--- src/rtl/stream_demux_pkg.sv ---
// Shared definitions for the stream demultiplexer: default sizes, select-width helper, FSM states.
// The optional per-port beat counters are enabled by defining STREAM_DEMUX_CNT_EN.
package stream_demux_pkg;

    localparam int DEFAULT_DATA_W = 8;
    localparam int DEFAULT_N_OUT  = 4;
    localparam int CNT_W          = 16;

    // A select bus is at least one bit wide, even for a two-port demux.
    function automatic int sel_width(input int n_out);
        return (n_out <= 2) ? 1 : $clog2(n_out);
    endfunction

    typedef enum logic {
        IDLE = 1'b0,
        BUSY = 1'b1
    } state_t;

endpackage

--- src/rtl/demux_out_reg.sv ---
// Single output register stage of the demux: holds one beat plus its destination port,
// loads and drains in the same cycle so a sink that is always ready sees no bubbles.
module demux_out_reg
    import stream_demux_pkg::*;
#(
    parameter int   DATA_W = DEFAULT_DATA_W,
    parameter int   N_OUT  = DEFAULT_N_OUT,
    localparam int  SEL_W  = sel_width(N_OUT)
) (
    input  logic              clk,
    input  logic              rst_n,
    input  logic              load,
    input  logic [DATA_W-1:0] load_data,
    input  logic              load_last,
    input  logic [SEL_W-1:0]  load_dest,
    input  logic [N_OUT-1:0]  m_ready,
    output logic              ready,
    output logic [N_OUT-1:0]  m_valid,
    output logic [DATA_W-1:0] m_data,
    output logic              m_last
);

    logic              valid_reg, valid_next;
    logic [SEL_W-1:0]  dest_reg,  dest_next;
    logic [DATA_W-1:0] data_reg,  data_next;
    logic              last_reg,  last_next;
    logic              drain;

    // Only the current destination's ready matters; other ports' ready bits are ignored.
    assign drain = valid_reg & m_ready[dest_reg];
    assign ready = !valid_reg | m_ready[dest_reg];

    always_comb begin
        valid_next = valid_reg;
        dest_next  = dest_reg;
        data_next  = data_reg;
        last_next  = last_reg;
        if (load) begin
            valid_next = 1'b1;
            dest_next  = load_dest;
            data_next  = load_data;
            last_next  = load_last;
        end else if (drain) begin
            valid_next = 1'b0;
        end
    end

    always_ff @(posedge clk or negedge rst_n) begin
        if (!rst_n) begin
            valid_reg <= 1'b0;
            dest_reg  <= '0;
            data_reg  <= '0;
            last_reg  <= 1'b0;
        end else begin
            valid_reg <= valid_next;
            dest_reg  <= dest_next;
            data_reg  <= data_next;
            last_reg  <= last_next;
        end
    end

    generate
        for (genvar gi = 0; gi < N_OUT; gi++) begin : g_valid
            assign m_valid[gi] = valid_reg && (dest_reg == SEL_W'(gi));
        end
    endgenerate

    assign m_data = data_reg;
    assign m_last = last_reg;

endmodule

--- src/rtl/stream_demux.sv ---
// 1-to-N_OUT packet demultiplexer: destination sampled on a packet's first beat and locked
// until its last beat. Define STREAM_DEMUX_CNT_EN to add per-port 16-bit delivered-beat counters.
module stream_demux
    import stream_demux_pkg::*;
#(
    parameter int   DATA_W = DEFAULT_DATA_W,
    parameter int   N_OUT  = DEFAULT_N_OUT,
    localparam int  SEL_W  = sel_width(N_OUT)
) (
    input  logic                   clk,
    input  logic                   rst_n,
    input  logic                   s_valid,
    output logic                   s_ready,
    input  logic [DATA_W-1:0]      s_data,
    input  logic [SEL_W-1:0]       s_sel,
    input  logic                   s_last,
    output logic [N_OUT-1:0]       m_valid,
    input  logic [N_OUT-1:0]       m_ready,
    output logic [DATA_W-1:0]      m_data,
    output logic                   m_last,
    output logic [N_OUT*CNT_W-1:0] beat_cnt
);

    state_t           state_reg, state_next;
    logic [SEL_W-1:0] lock_dest_reg, lock_dest_next;
    logic [SEL_W-1:0] sel_clamped;
    logic [SEL_W-1:0] dest;
    logic             accept;

    // Out-of-range selects fall onto the highest port.
    generate
        if (N_OUT == (1 << SEL_W)) begin : g_sel_full
            assign sel_clamped = s_sel;
        end else begin : g_sel_clamp
            localparam logic [SEL_W-1:0] MAX_SEL = SEL_W'(N_OUT - 1);
            assign sel_clamped = (s_sel > MAX_SEL) ? MAX_SEL : s_sel;
        end
    endgenerate

    assign accept = s_valid & s_ready;
    assign dest   = (state_reg == BUSY) ? lock_dest_reg : sel_clamped;

    always_comb begin
        state_next     = state_reg;
        lock_dest_next = lock_dest_reg;
        case (state_reg)
            IDLE: begin
                if (accept) begin
                    lock_dest_next = sel_clamped;
                    if (!s_last) begin
                        state_next = BUSY;
                    end
                end
            end
            BUSY: begin
                if (accept && s_last) begin
                    state_next = IDLE;
                end
            end
            default: state_next = IDLE;
        endcase
    end

    always_ff @(posedge clk or negedge rst_n) begin
        if (!rst_n) begin
            state_reg     <= IDLE;
            lock_dest_reg <= '0;
        end else begin
            state_reg     <= state_next;
            lock_dest_reg <= lock_dest_next;
        end
    end

    demux_out_reg #(
        .DATA_W (DATA_W),
        .N_OUT  (N_OUT)
    ) u_out_reg (
        .clk       (clk),
        .rst_n     (rst_n),
        .load      (accept),
        .load_data (s_data),
        .load_last (s_last),
        .load_dest (dest),
        .m_ready   (m_ready),
        .ready     (s_ready),
        .m_valid   (m_valid),
        .m_data    (m_data),
        .m_last    (m_last)
    );

`ifdef STREAM_DEMUX_CNT_EN
    generate
        for (genvar gi = 0; gi < N_OUT; gi++) begin : g_cnt
            logic [CNT_W-1:0] cnt_reg;
            always_ff @(posedge clk or negedge rst_n) begin
                if (!rst_n) begin
                    cnt_reg <= '0;
                end else if (m_valid[gi] && m_ready[gi]) begin
                    cnt_reg <= cnt_reg + CNT_W'(1);
                end
            end
            assign beat_cnt[gi*CNT_W +: CNT_W] = cnt_reg;
        end
    endgenerate
`else
    assign beat_cnt = '0;
`endif

endmodule

--- config.mk ---
export PLATFORM = sky130hd
export DESIGN_NAME = stream_demux
export DESIGN_NICKNAME = d
export VERILOG_FILES = /design/src/rtl/stream_demux_pkg.sv /design/src/rtl/demux_out_reg.sv /design/src/rtl/stream_demux.sv
export SDC_FILE = /design/constraint.sdc
export NUM_CORES = 1
export LEC_CHECK = 0
export CORE_ASPECT_RATIO = 1.2
export CORE_MARGIN = 10
export CORE_UTILIZATION = 60
export DETAILED_ROUTE_END_ITERATION = 6
export DONT_BUFFER_PORTS = 1
export PLACE_DENSITY = 0.76
export SKIP_LAST_GASP = 1
export SYNTH_ARGS = -nofsm -noshare
export SYNTH_HDL_FRONTEND = slang
export SYNTH_HIERARCHICAL = 1
export SYNTH_SLANG_ARGS = --single-unit
export TNS_END_PERCENT = 50
--- constraint.sdc ---
create_clock -name clk -period 3 [get_ports clk]
set_input_delay 0.75 -clock clk [delete_from_list [all_inputs] [get_ports clk]]
set_output_delay 0.75 -clock clk [all_outputs]
set_load 0.05 [all_outputs]
==> results of run 1 <==
-- area by class of cell --
cell class / count / area, um2 / share of cell area (%)
tap: 19 / 23.8 / 2.45
sequential: 15 / 375 / 38.7
timing repair buffer: 2 / 15.0 / 1.55
inverter: 1 / 3.75 / 0.387
multi-input combinational: 91 / 527 / 54.3
clock buffer: 4 / 26.3 / 2.71
-- kinds of logic (layout without fill, tap and decap cells) --
logic type / count (synthesis) / in the layout
compound gates: 3 / 3
buf+inv: 66 / 7
flops: 15 / 15
mux: 16 / 16
other cells: 1 / 64
simple gates: 8 / 8
-- synthesized netlist by cell type, drive strengths merged --
master	count	area [um2]
dfrtp	15	375
o21bai	1	7.51
nand2	1	3.75
nor3b	1	7.51
nand2b	1	6.26
mux2	15	176
a21oi	2	10.0
and2	1	6.26
nand3b	1	20.0
and3	1	7.51
nor3	1	5.00
nor2	1	3.75
inv	1	3.75
buf	65	485
mux4	1	22.5
conb	1	3.75
-- worst paths after layout --
check / start / to / cells past startpoint
setup / recovery: u_out_reg/dest_reg[0] / s_ready / 3
hold / removal: rst_n / u_out_reg/m_data[7] / 0
setup reg to reg: u_out_reg/dest_reg[0] / u_out_reg/m_last / 4
hold reg to reg: lock_dest_reg[1] / lock_dest_reg[1] / 1
max in group asynchronous: rst_n / u_out_reg/dest_reg[0] / 0
min in group clk: lock_dest_reg[1] / lock_dest_reg[1] / 1
-- through the flow --
stage          std cells  utilization (%)  instance area (um2)  setup WS [ns]  hold slack (ns)
2_1_floorplan        172                -                 1380          0.441            0.454
3_3_place_gp         128             51.6                  945          0.580            0.455
3_5_place_dp         128             51.6                  945          0.571            0.455
4_1_cts              132             53.1                  971          0.466            0.153
5_1_grt              132             53.1                  971          0.392            0.137
6_report             132             53.1                  971          0.502            0.169
-- worst max-delay path, stage by stage, from the launching register on --
cell      delay, ns
dfrtp_1        0.48
mux4_2         0.55
nand2b_1       0.23
buf_4          0.23
-- power groups by stage --
| stage | clock, mW | combinational (mW) | sequential, mW |
|---|---|---|---|
| after floorplan | 0 | 0.557 | 0.563 |
| after global placement | 0 | 0.536 | 0.590 |
| after detailed placement | 0 | 0.543 | 0.595 |
| after CTS | 0.112 | 0.544 | 0.591 |
| after global routing | 0.124 | 0.576 | 0.608 |
| final | 0.105 | 0.544 | 0.586 |
-- cells in the final DEF (no fill, tap or decap), drive strengths merged --
cell    count
a21oi       2
and2        1
and3        1
buf         2
clkbuf      4
conb       64
dfrtp      15
inv         1
mux2       15
mux4        1
nand2       1
nand2b      1
nand3b      1
nor2        1
nor3        1
nor3b       1
o21bai      1
-- layer usage --
metal | track usage [%] | wire [um]
met5 | 0 | 0
met4 | 2.53 | 0
met3 | 8.70 | 556
met2 | 14.4 | 1120
met1 | 5.68 | 401
==> reports/metrics.cfg, run 1 <==
[run_status]
status=completed

[worst_setup_path]
crit_type=flop to primary output
cp-start-kind=flop
regToRegSetupSlack_ns=0.94
cp_data_required_time_ns=2.25
endpoint_kind=primary output
path_max_fanout=6
crit_arrival_ns=1.75

[pwr]
peakVddDrop_v=0.000644
internal-power_mw=0.518
seq_power_share_pct=47.5
p_comb_share_pct=44.1
report.power.total_mw=1.23
pwr-share-clk_pct=8.5
p_leak_nw=0.526
p_sw_share_pct=58.1
pwr_density_cell_nw_per_um2=1270
power_switching_mw=0.717

[yosys]
avgSynthCellArea_um2=10.5
synth_compound_area_share_pct=1.53
synth-xor-area-share_pct=0
synth_simple_gate_area_share_pct=5.25
synth.distinct_cells=18
synth_area_um2=1140
synth_top_family_by_area=buffers and inverters
synthMuxAreaShare_pct=17.4
ys_ff_latch=15
ys_seq_area_share_pct=32.8
synthAdderAreaFrac_pct=0
synth_warnings=6
synthCells=109

[clock_network]
cts_root_buf=clkbuf_4
clock_sinks=15
cts_buffer_depth=2
clock_latency_ns=0.27
numCtsBuffers=3
h-tree-depth=1
post-cts-setup-buffers=0
cts_tree=yes
clk_pin_slew_worst_paths_ns=0.08
cts.hold.buffers_added=0
cts-resized-gates=0

[timing]
period_share_pct=83.3
finClkSkew_ns=0.00125
rsz0062_at_grt=false
slew_violations=0
setup_tns_ns=0
final-hold-violation-count=0
worstMarginPinSlew_ns=0.858
setup_violations=0
period_minus_slack_ns=2.50
slew_headroom_pct=42.5
fmax_mhz=400

[flow_run]
cap_violations=0

[routing]
wirelength_mm=2.08
wl_per_cell_um=15.8
vias=508
firstDrtPassIters=2
post-route-drc-count=0
ant_nets=0
avgViaCountPerCell=3.85
drtIter0Drc=2

[die]
die_w_um=59.9
die_area_um2=4060
placementRows=17
initial_core_util_pct=62.6
die_h_um=67.9
io_pins=96
fp.coreArea_um2=1830

[global_route]
grt_start_max_net_pins=16
grt_pass1_wl_mm=2.66
grt_pass1_vias=536
antenna_found_initial=0
grt-ovfl-total=0
grt_use_total_pct=8.26

[placement]
io_buffer_count=0
dp_hpwl_mm=1.90
place_congestion=0.659

[layout]
final_nets=132
area_growth_pct=-15.2
antennaDiodeCount=0
fillCellCount=181
layout-drive-gt1-share_pct=22.1
largest_reg_flops=8

[min_path]
min_path_type=input port to asynchronous set/reset pin

(Power assumes the default switching activity.)
==> inputs of run 2 (changes only) <==
--- a/config.mk
+++ b/config.mk
@@ -7,10 +7,10 @@
 export LEC_CHECK = 0
 export CORE_ASPECT_RATIO = 1.2
 export CORE_MARGIN = 10
-export CORE_UTILIZATION = 60
+export CORE_UTILIZATION = 56
 export DETAILED_ROUTE_END_ITERATION = 6
 export DONT_BUFFER_PORTS = 1
-export PLACE_DENSITY = 0.76
+export PLACE_DENSITY = 0.74
 export SKIP_LAST_GASP = 1
 export SYNTH_ARGS = -nofsm -noshare
 export SYNTH_HDL_FRONTEND = slang
==> constraint.sdc (replaced) <==
create_clock -name clk -period 2.2 [get_ports clk]
set_input_delay 0.55 -clock clk [delete_from_list [all_inputs] [get_ports clk]]
set_output_delay 0.55 -clock clk [all_outputs]
set_load 0.05 [all_outputs]
==> reports/metrics.cfg, run 2 (synthesized netlist as in run 1, its figures left out) <==
[routing]
post-route-drc-count=0  ; unchanged
firstDrtPassIters=2  ; unchanged
vias=542  ; was 508
drtIter0Drc=1  ; was 2
wl_per_cell_um=16.4  ; was 15.8 um
ant_nets=0  ; unchanged
avgViaCountPerCell=3.99  ; was 3.85
wirelength_mm=2.23  ; was 2.08 mm

[timing]
period_minus_slack_ns=2.11
slew_headroom_pct=56.6  ; was 42.5%
setup_tns_ns=0  ; unchanged
period_share_pct=96.0
rsz0062_at_grt=false  ; unchanged
setup_violations=0  ; unchanged
slew_violations=0  ; unchanged
fmax_mhz=474
final-hold-violation-count=0  ; unchanged
worstMarginPinSlew_ns=0.649  ; was 0.858 ns
finClkSkew_ns=0.00471  ; was 0.00125 ns

[layout]
finalNonFillerCells=136  ; was 132
antennaDiodeCount=0  ; unchanged
final_nets=136  ; was 132
final_common_cell=conb_1  ; unchanged
area_growth_pct=-12.1  ; was -15.2%
largest_reg_flops=8  ; unchanged
final_cell_mix=conb_1, dfrtp_1, mux2_2  ; unchanged
layout-drive-gt1-share_pct=24.8  ; was 22.1%

[worst_setup_path]
crit_type=flop to primary output  ; unchanged
endpoint_kind=primary output  ; unchanged
cp-start-kind=flop  ; unchanged
reg2reg_to=u_out_reg/m_data[7]  ; was u_out_reg/m_last
path_max_fanout=3  ; was 6
crit_arrival_ns=1.56  ; was 1.75 ns
rr_startpoint=u_out_reg/dest_reg[0]  ; unchanged
worstRegToRegCells=4  ; unchanged
regToRegSetupSlack_ns=0.37  ; was 0.94 ns
cp_data_required_time_ns=1.65  ; was 2.25 ns

[min_path]
hold_depth=1
min_from=s_last
min_path_type=input port to flop  ; was input port to asynchronous set/reset pin

[clock_network]
clock_latency_ns=0.28  ; was 0.27 ns
clk_pin_slew_worst_paths_ns=0.08  ; about the same
cts_tree=yes  ; unchanged
numCtsBuffers=3  ; unchanged
cts_buffer_depth=2  ; unchanged
cts_root_buf=clkbuf_4  ; unchanged
h-tree-depth=1  ; unchanged
clock_sinks=15  ; unchanged

[placement]
io_buffer_count=0  ; unchanged
place_congestion=0.651  ; was 0.659
place_inst=131  ; was 128
dp_hpwl_mm=2.03  ; was 1.90 mm

[global_route]
grt_pass1_wl_mm=3.02  ; was 2.66 mm
grt-ovfl-total=0  ; unchanged
grt_use_total_pct=9.42  ; was 8.26%
grt_pass1_vias=589  ; was 536
antenna_found_initial=0  ; unchanged
grt_start_max_net_pins=16  ; unchanged

[flow_run]
cap_violations=0  ; unchanged

[die]
die_area_um2=4260  ; was 4060 um2
initial_core_util_pct=60.5  ; was 62.6%
die_w_um=61.3  ; was 59.9 um
placementRows=17  ; unchanged
fp.coreArea_um2=1890  ; was 1830 um2
die_h_um=69.5  ; was 67.9 um
io_pins=96  ; unchanged

[pwr]
pwr_density_cell_nw_per_um2=1730  ; was 1270 nW/um2
report.power.total_mw=1.75  ; was 1.23 mW
peakVddDrop_v=0.000964  ; was 0.000644 V
p_leak_nw=0.546  ; was 0.526 nW

[run_status]
status=completed  ; unchanged

-- run 2: cell types whose count changed in the layout (fill, tap and decap cells not counted) --
cell / delta
nand2b_1: -1
nand2b_2: +1
dlygate4sd3_1: +1
buf_4: +3
-- run 2: routing by layer --
| layer | wire length (um) | GRT usage (%) |
|---|---|---|
| met1 | 478 | 6.18 |
| met2 | 1270 | 17.9 |
| met3 | 460 | 6.22 |
| met4 | 16 | 4.53 |
| met5 | 0 | 0 |
-- run 2: worst max path at each step --
| stage | end | slack (ns) | depth (start not counted) | startpoint |
|---|---|---|---|---|
| 2_1_floorplan | u_out_reg/m_data[0] | 0.01 | 5 | m_ready[3] |
| 3_3_place_gp | u_out_reg/dest_reg[0] | 0.24 | 4 | m_ready[3] |
| 3_5_place_dp | u_out_reg/m_data[2] | 0.21 | 4 | m_ready[3] |
| 4_1_cts | s_ready | 0.06 | 3 | u_out_reg/dest_reg[0] |
| 5_1_grt | s_ready | 0.006 | 3 | u_out_reg/dest_reg[0] |
| 6_report | s_ready | 0.09 | 3 | u_out_reg/dest_reg[0] |
-- run 2: worst max-delay path, cell delays in order (launching register included) --
cell and delay, ns:
dfrtp_1 0.38, mux4_2 0.51, nand2b_2 0.19, buf_4 0.20
-- run 2: metrics by stage --
stage,instance area [um2],worst slack (ns),hold WS (ns),util [%]
after detailed placement,970,0.210,0.255,51.2
final,1010,0.0881,0.348,53.1
after global placement,970,0.239,0.255,51.2
after global routing,1010,0.00629,0.348,53.1
after CTS,1010,0.0552,0.338,53.1
after floorplan,1380,0.0118,0.254,-
-- run 2: timing repair --
action / in CTS / in global routing
buffers inserted: 0 / 0
hold buffers: 1 / 0
gates resized for setup: 0 / 0
endpoints found under the hold margin: 15 / 0
-- run 2: cell type report --
type | instances | area [um2]
fill | 176 | 887
multi-input combinational | 91 | 529
sequential | 15 | 375
timing repair buffer | 6 | 47.5
clock buffer | 4 | 26.3
tap | 19 | 23.8
inverter | 1 | 3.75
-- run 2: where the power goes --
| group | internal, mW | total, mW | switching (mW) |
|---|---|---|---|
| combinational | 0.268 | 0.798 | 0.531 |
| sequential | 0.404 | 0.794 | 0.391 |
| clock | 0.0704 | 0.153 | 0.0822 |
==> inputs of run 3 (changes only) <==
--- a/config.mk
+++ b/config.mk
@@ -5,7 +5,6 @@
 export SDC_FILE = /design/constraint.sdc
 export NUM_CORES = 1
 export LEC_CHECK = 0
-export CORE_ASPECT_RATIO = 1.2
 export CORE_MARGIN = 10
 export CORE_UTILIZATION = 56
 export DETAILED_ROUTE_END_ITERATION = 6
==> reports/metrics.cfg, run 3 (synthesized netlist as in run 1, its figures left out) <==
[timing]
holdWs_ns=0.347  ; was 0.348 ns
setup_slack_ns=0.0799  ; was 0.0881 ns
setup_violations=0  ; unchanged
finClkSkew_ns=0.00509  ; was 0.00471 ns
period_share_pct=96.4  ; was 96.0%
fmax_mhz=472  ; was 474 MHz
final-hold-violation-count=0  ; unchanged
period_minus_slack_ns=2.12  ; was 2.11 ns
slew_violations=0  ; unchanged
setup_tns_ns=0  ; unchanged
worstMarginPinSlew_ns=0.645  ; was 0.649 ns
slew_headroom_pct=56.9  ; was 56.6%
rsz0062_at_grt=false  ; unchanged

[global_route]
grt-ovfl-total=0  ; unchanged
antenna_found_initial=0  ; unchanged
grt_use_total_pct=10.2  ; was 9.42%
grt_pass1_wl_mm=3.37  ; was 3.02 mm
grt_start_max_net_pins=16  ; unchanged
grt_pass1_vias=631  ; was 589

[pwr]
p_leak_nw=0.546  ; unchanged
pwr_density_cell_nw_per_um2=1720  ; was 1730 nW/um2
peakVddDrop_v=0.000833  ; was 0.000964 V

[worst_setup_path]
cp_data_required_time_ns=1.65  ; about the same
crit_type=flop to primary output  ; unchanged
path_max_fanout=3  ; unchanged
crit_arrival_ns=1.57  ; was 1.56 ns
endpoint_kind=primary output  ; unchanged
worstRegToRegCells=4  ; unchanged
cp-start-kind=flop  ; unchanged

[die]
die_h_um=65.2  ; was 69.5 um
io_pins=96  ; unchanged
fp.coreArea_um2=1960  ; was 1890 um2
die_area_um2=4250  ; was 4260 um2
die_w_um=65.2  ; was 61.3 um
initial_core_util_pct=58.4  ; was 60.5%
placementRows=16  ; was 17

[routing]
avgViaCountPerCell=3.76  ; was 3.99
firstDrtPassIters=2  ; unchanged
wirelength_mm=2.21  ; was 2.23 mm
wl_per_cell_um=15.4  ; was 16.4 um
post-route-drc-count=0  ; unchanged
ant_nets=0  ; unchanged
vias=541  ; was 542
drtIter0Drc=4  ; was 1

[clock_network]
clk_pin_slew_worst_paths_ns=0.09  ; was 0.08 ns
cts_buffer_depth=2  ; unchanged
cts_root_buf=clkbuf_4  ; unchanged
numCtsBuffers=3  ; unchanged
h-tree-depth=1  ; unchanged
cts_tree=yes  ; unchanged
cts-resized-gates=0  ; unchanged
cts.hold.buffers_added=1  ; unchanged
clock_latency_ns=0.28  ; about the same
clock_sinks=15  ; unchanged
post-cts-setup-buffers=0  ; unchanged

[placement]
dp_hpwl_mm=1.97  ; was 2.03 mm
place_congestion=0.716  ; was 0.651
io_buffer_count=0  ; unchanged
pre_cts_ws_ns=0.205  ; was 0.210 ns

[layout]
fin_util_pct=51.8  ; was 53.1%
largest_reg_flops=8  ; unchanged
final_nets=136  ; unchanged
area_growth_pct=-11.3  ; was -12.1%
antennaDiodeCount=0  ; unchanged
layout-drive-gt1-share_pct=24.8  ; unchanged
final_common_cell=conb_1  ; unchanged
final_cell_mix=conb_1, dfrtp_1, mux2_2  ; unchanged

[flow_run]
cap_violations=0  ; unchanged

[min_path]
hold_depth=1  ; unchanged
min_path_type=input port to flop  ; unchanged

[run_status]
status=completed  ; unchanged

-- run 3: critical path, cell delays in order, from the launching register on --
cell	delay (ns)
dfrtp_1	0.38
mux4_2	0.51
nand2b_2	0.19
buf_4	0.20
-- run 3: per-stage QoR --
step | instance area [um2] | instances | power (mW)
after floorplan | 1380 | 172 | 1.53
after global placement | 980 | 139 | 1.58
after detailed placement | 980 | 139 | 1.60
after CTS | 1020 | 144 | 1.76
after global routing | 1020 | 144 | 1.86
final | 1020 | 144 | 1.75
-- run 3: layer usage --
metal  wire [um]  global-route usage (%)  up-vias
met2        1200                    16.6       47
li1            -                       -      240
met1         476                    7.29      252
met3         515                    11.0        2
met5           0                       0        -
met4          16                    4.81        0
-- run 3: final timing paths --
path,startpoint,slack [ns],to
setup / recovery,u_out_reg/dest_reg[0],0.08,s_ready
hold / removal,s_last,0.35,flop
setup reg to reg,u_out_reg/dest_reg[0],0.36,u_out_reg/m_data[0]
hold reg to reg,lock_dest_reg[0],0.52,lock_dest_reg[0]
max in group asynchronous,rst_n,1.06,lock_dest_reg[0]
min in group asynchronous,rst_n,0.72,u_out_reg/m_data[0]
-- run 3: layout make-up --
| type | count | area (um2) |
|---|---|---|
| Clock buffer | 4 | 26.3 |
| Fill cell | 197 | 946 |
| Inverter | 1 | 3.75 |
| Multi-Input combinational cell | 91 | 529 |
| Sequential cell | 15 | 375 |
| Tap cell | 27 | 33.8 |
| Timing Repair Buffer | 6 | 47.5 |
-- run 3: power breakdown --
group	total [mW]	internal (mW)	switching, mW
Sequential	0.793	0.404	0.389
Clock	0.155	0.0704	0.0843
Combinational	0.799	0.267	0.532
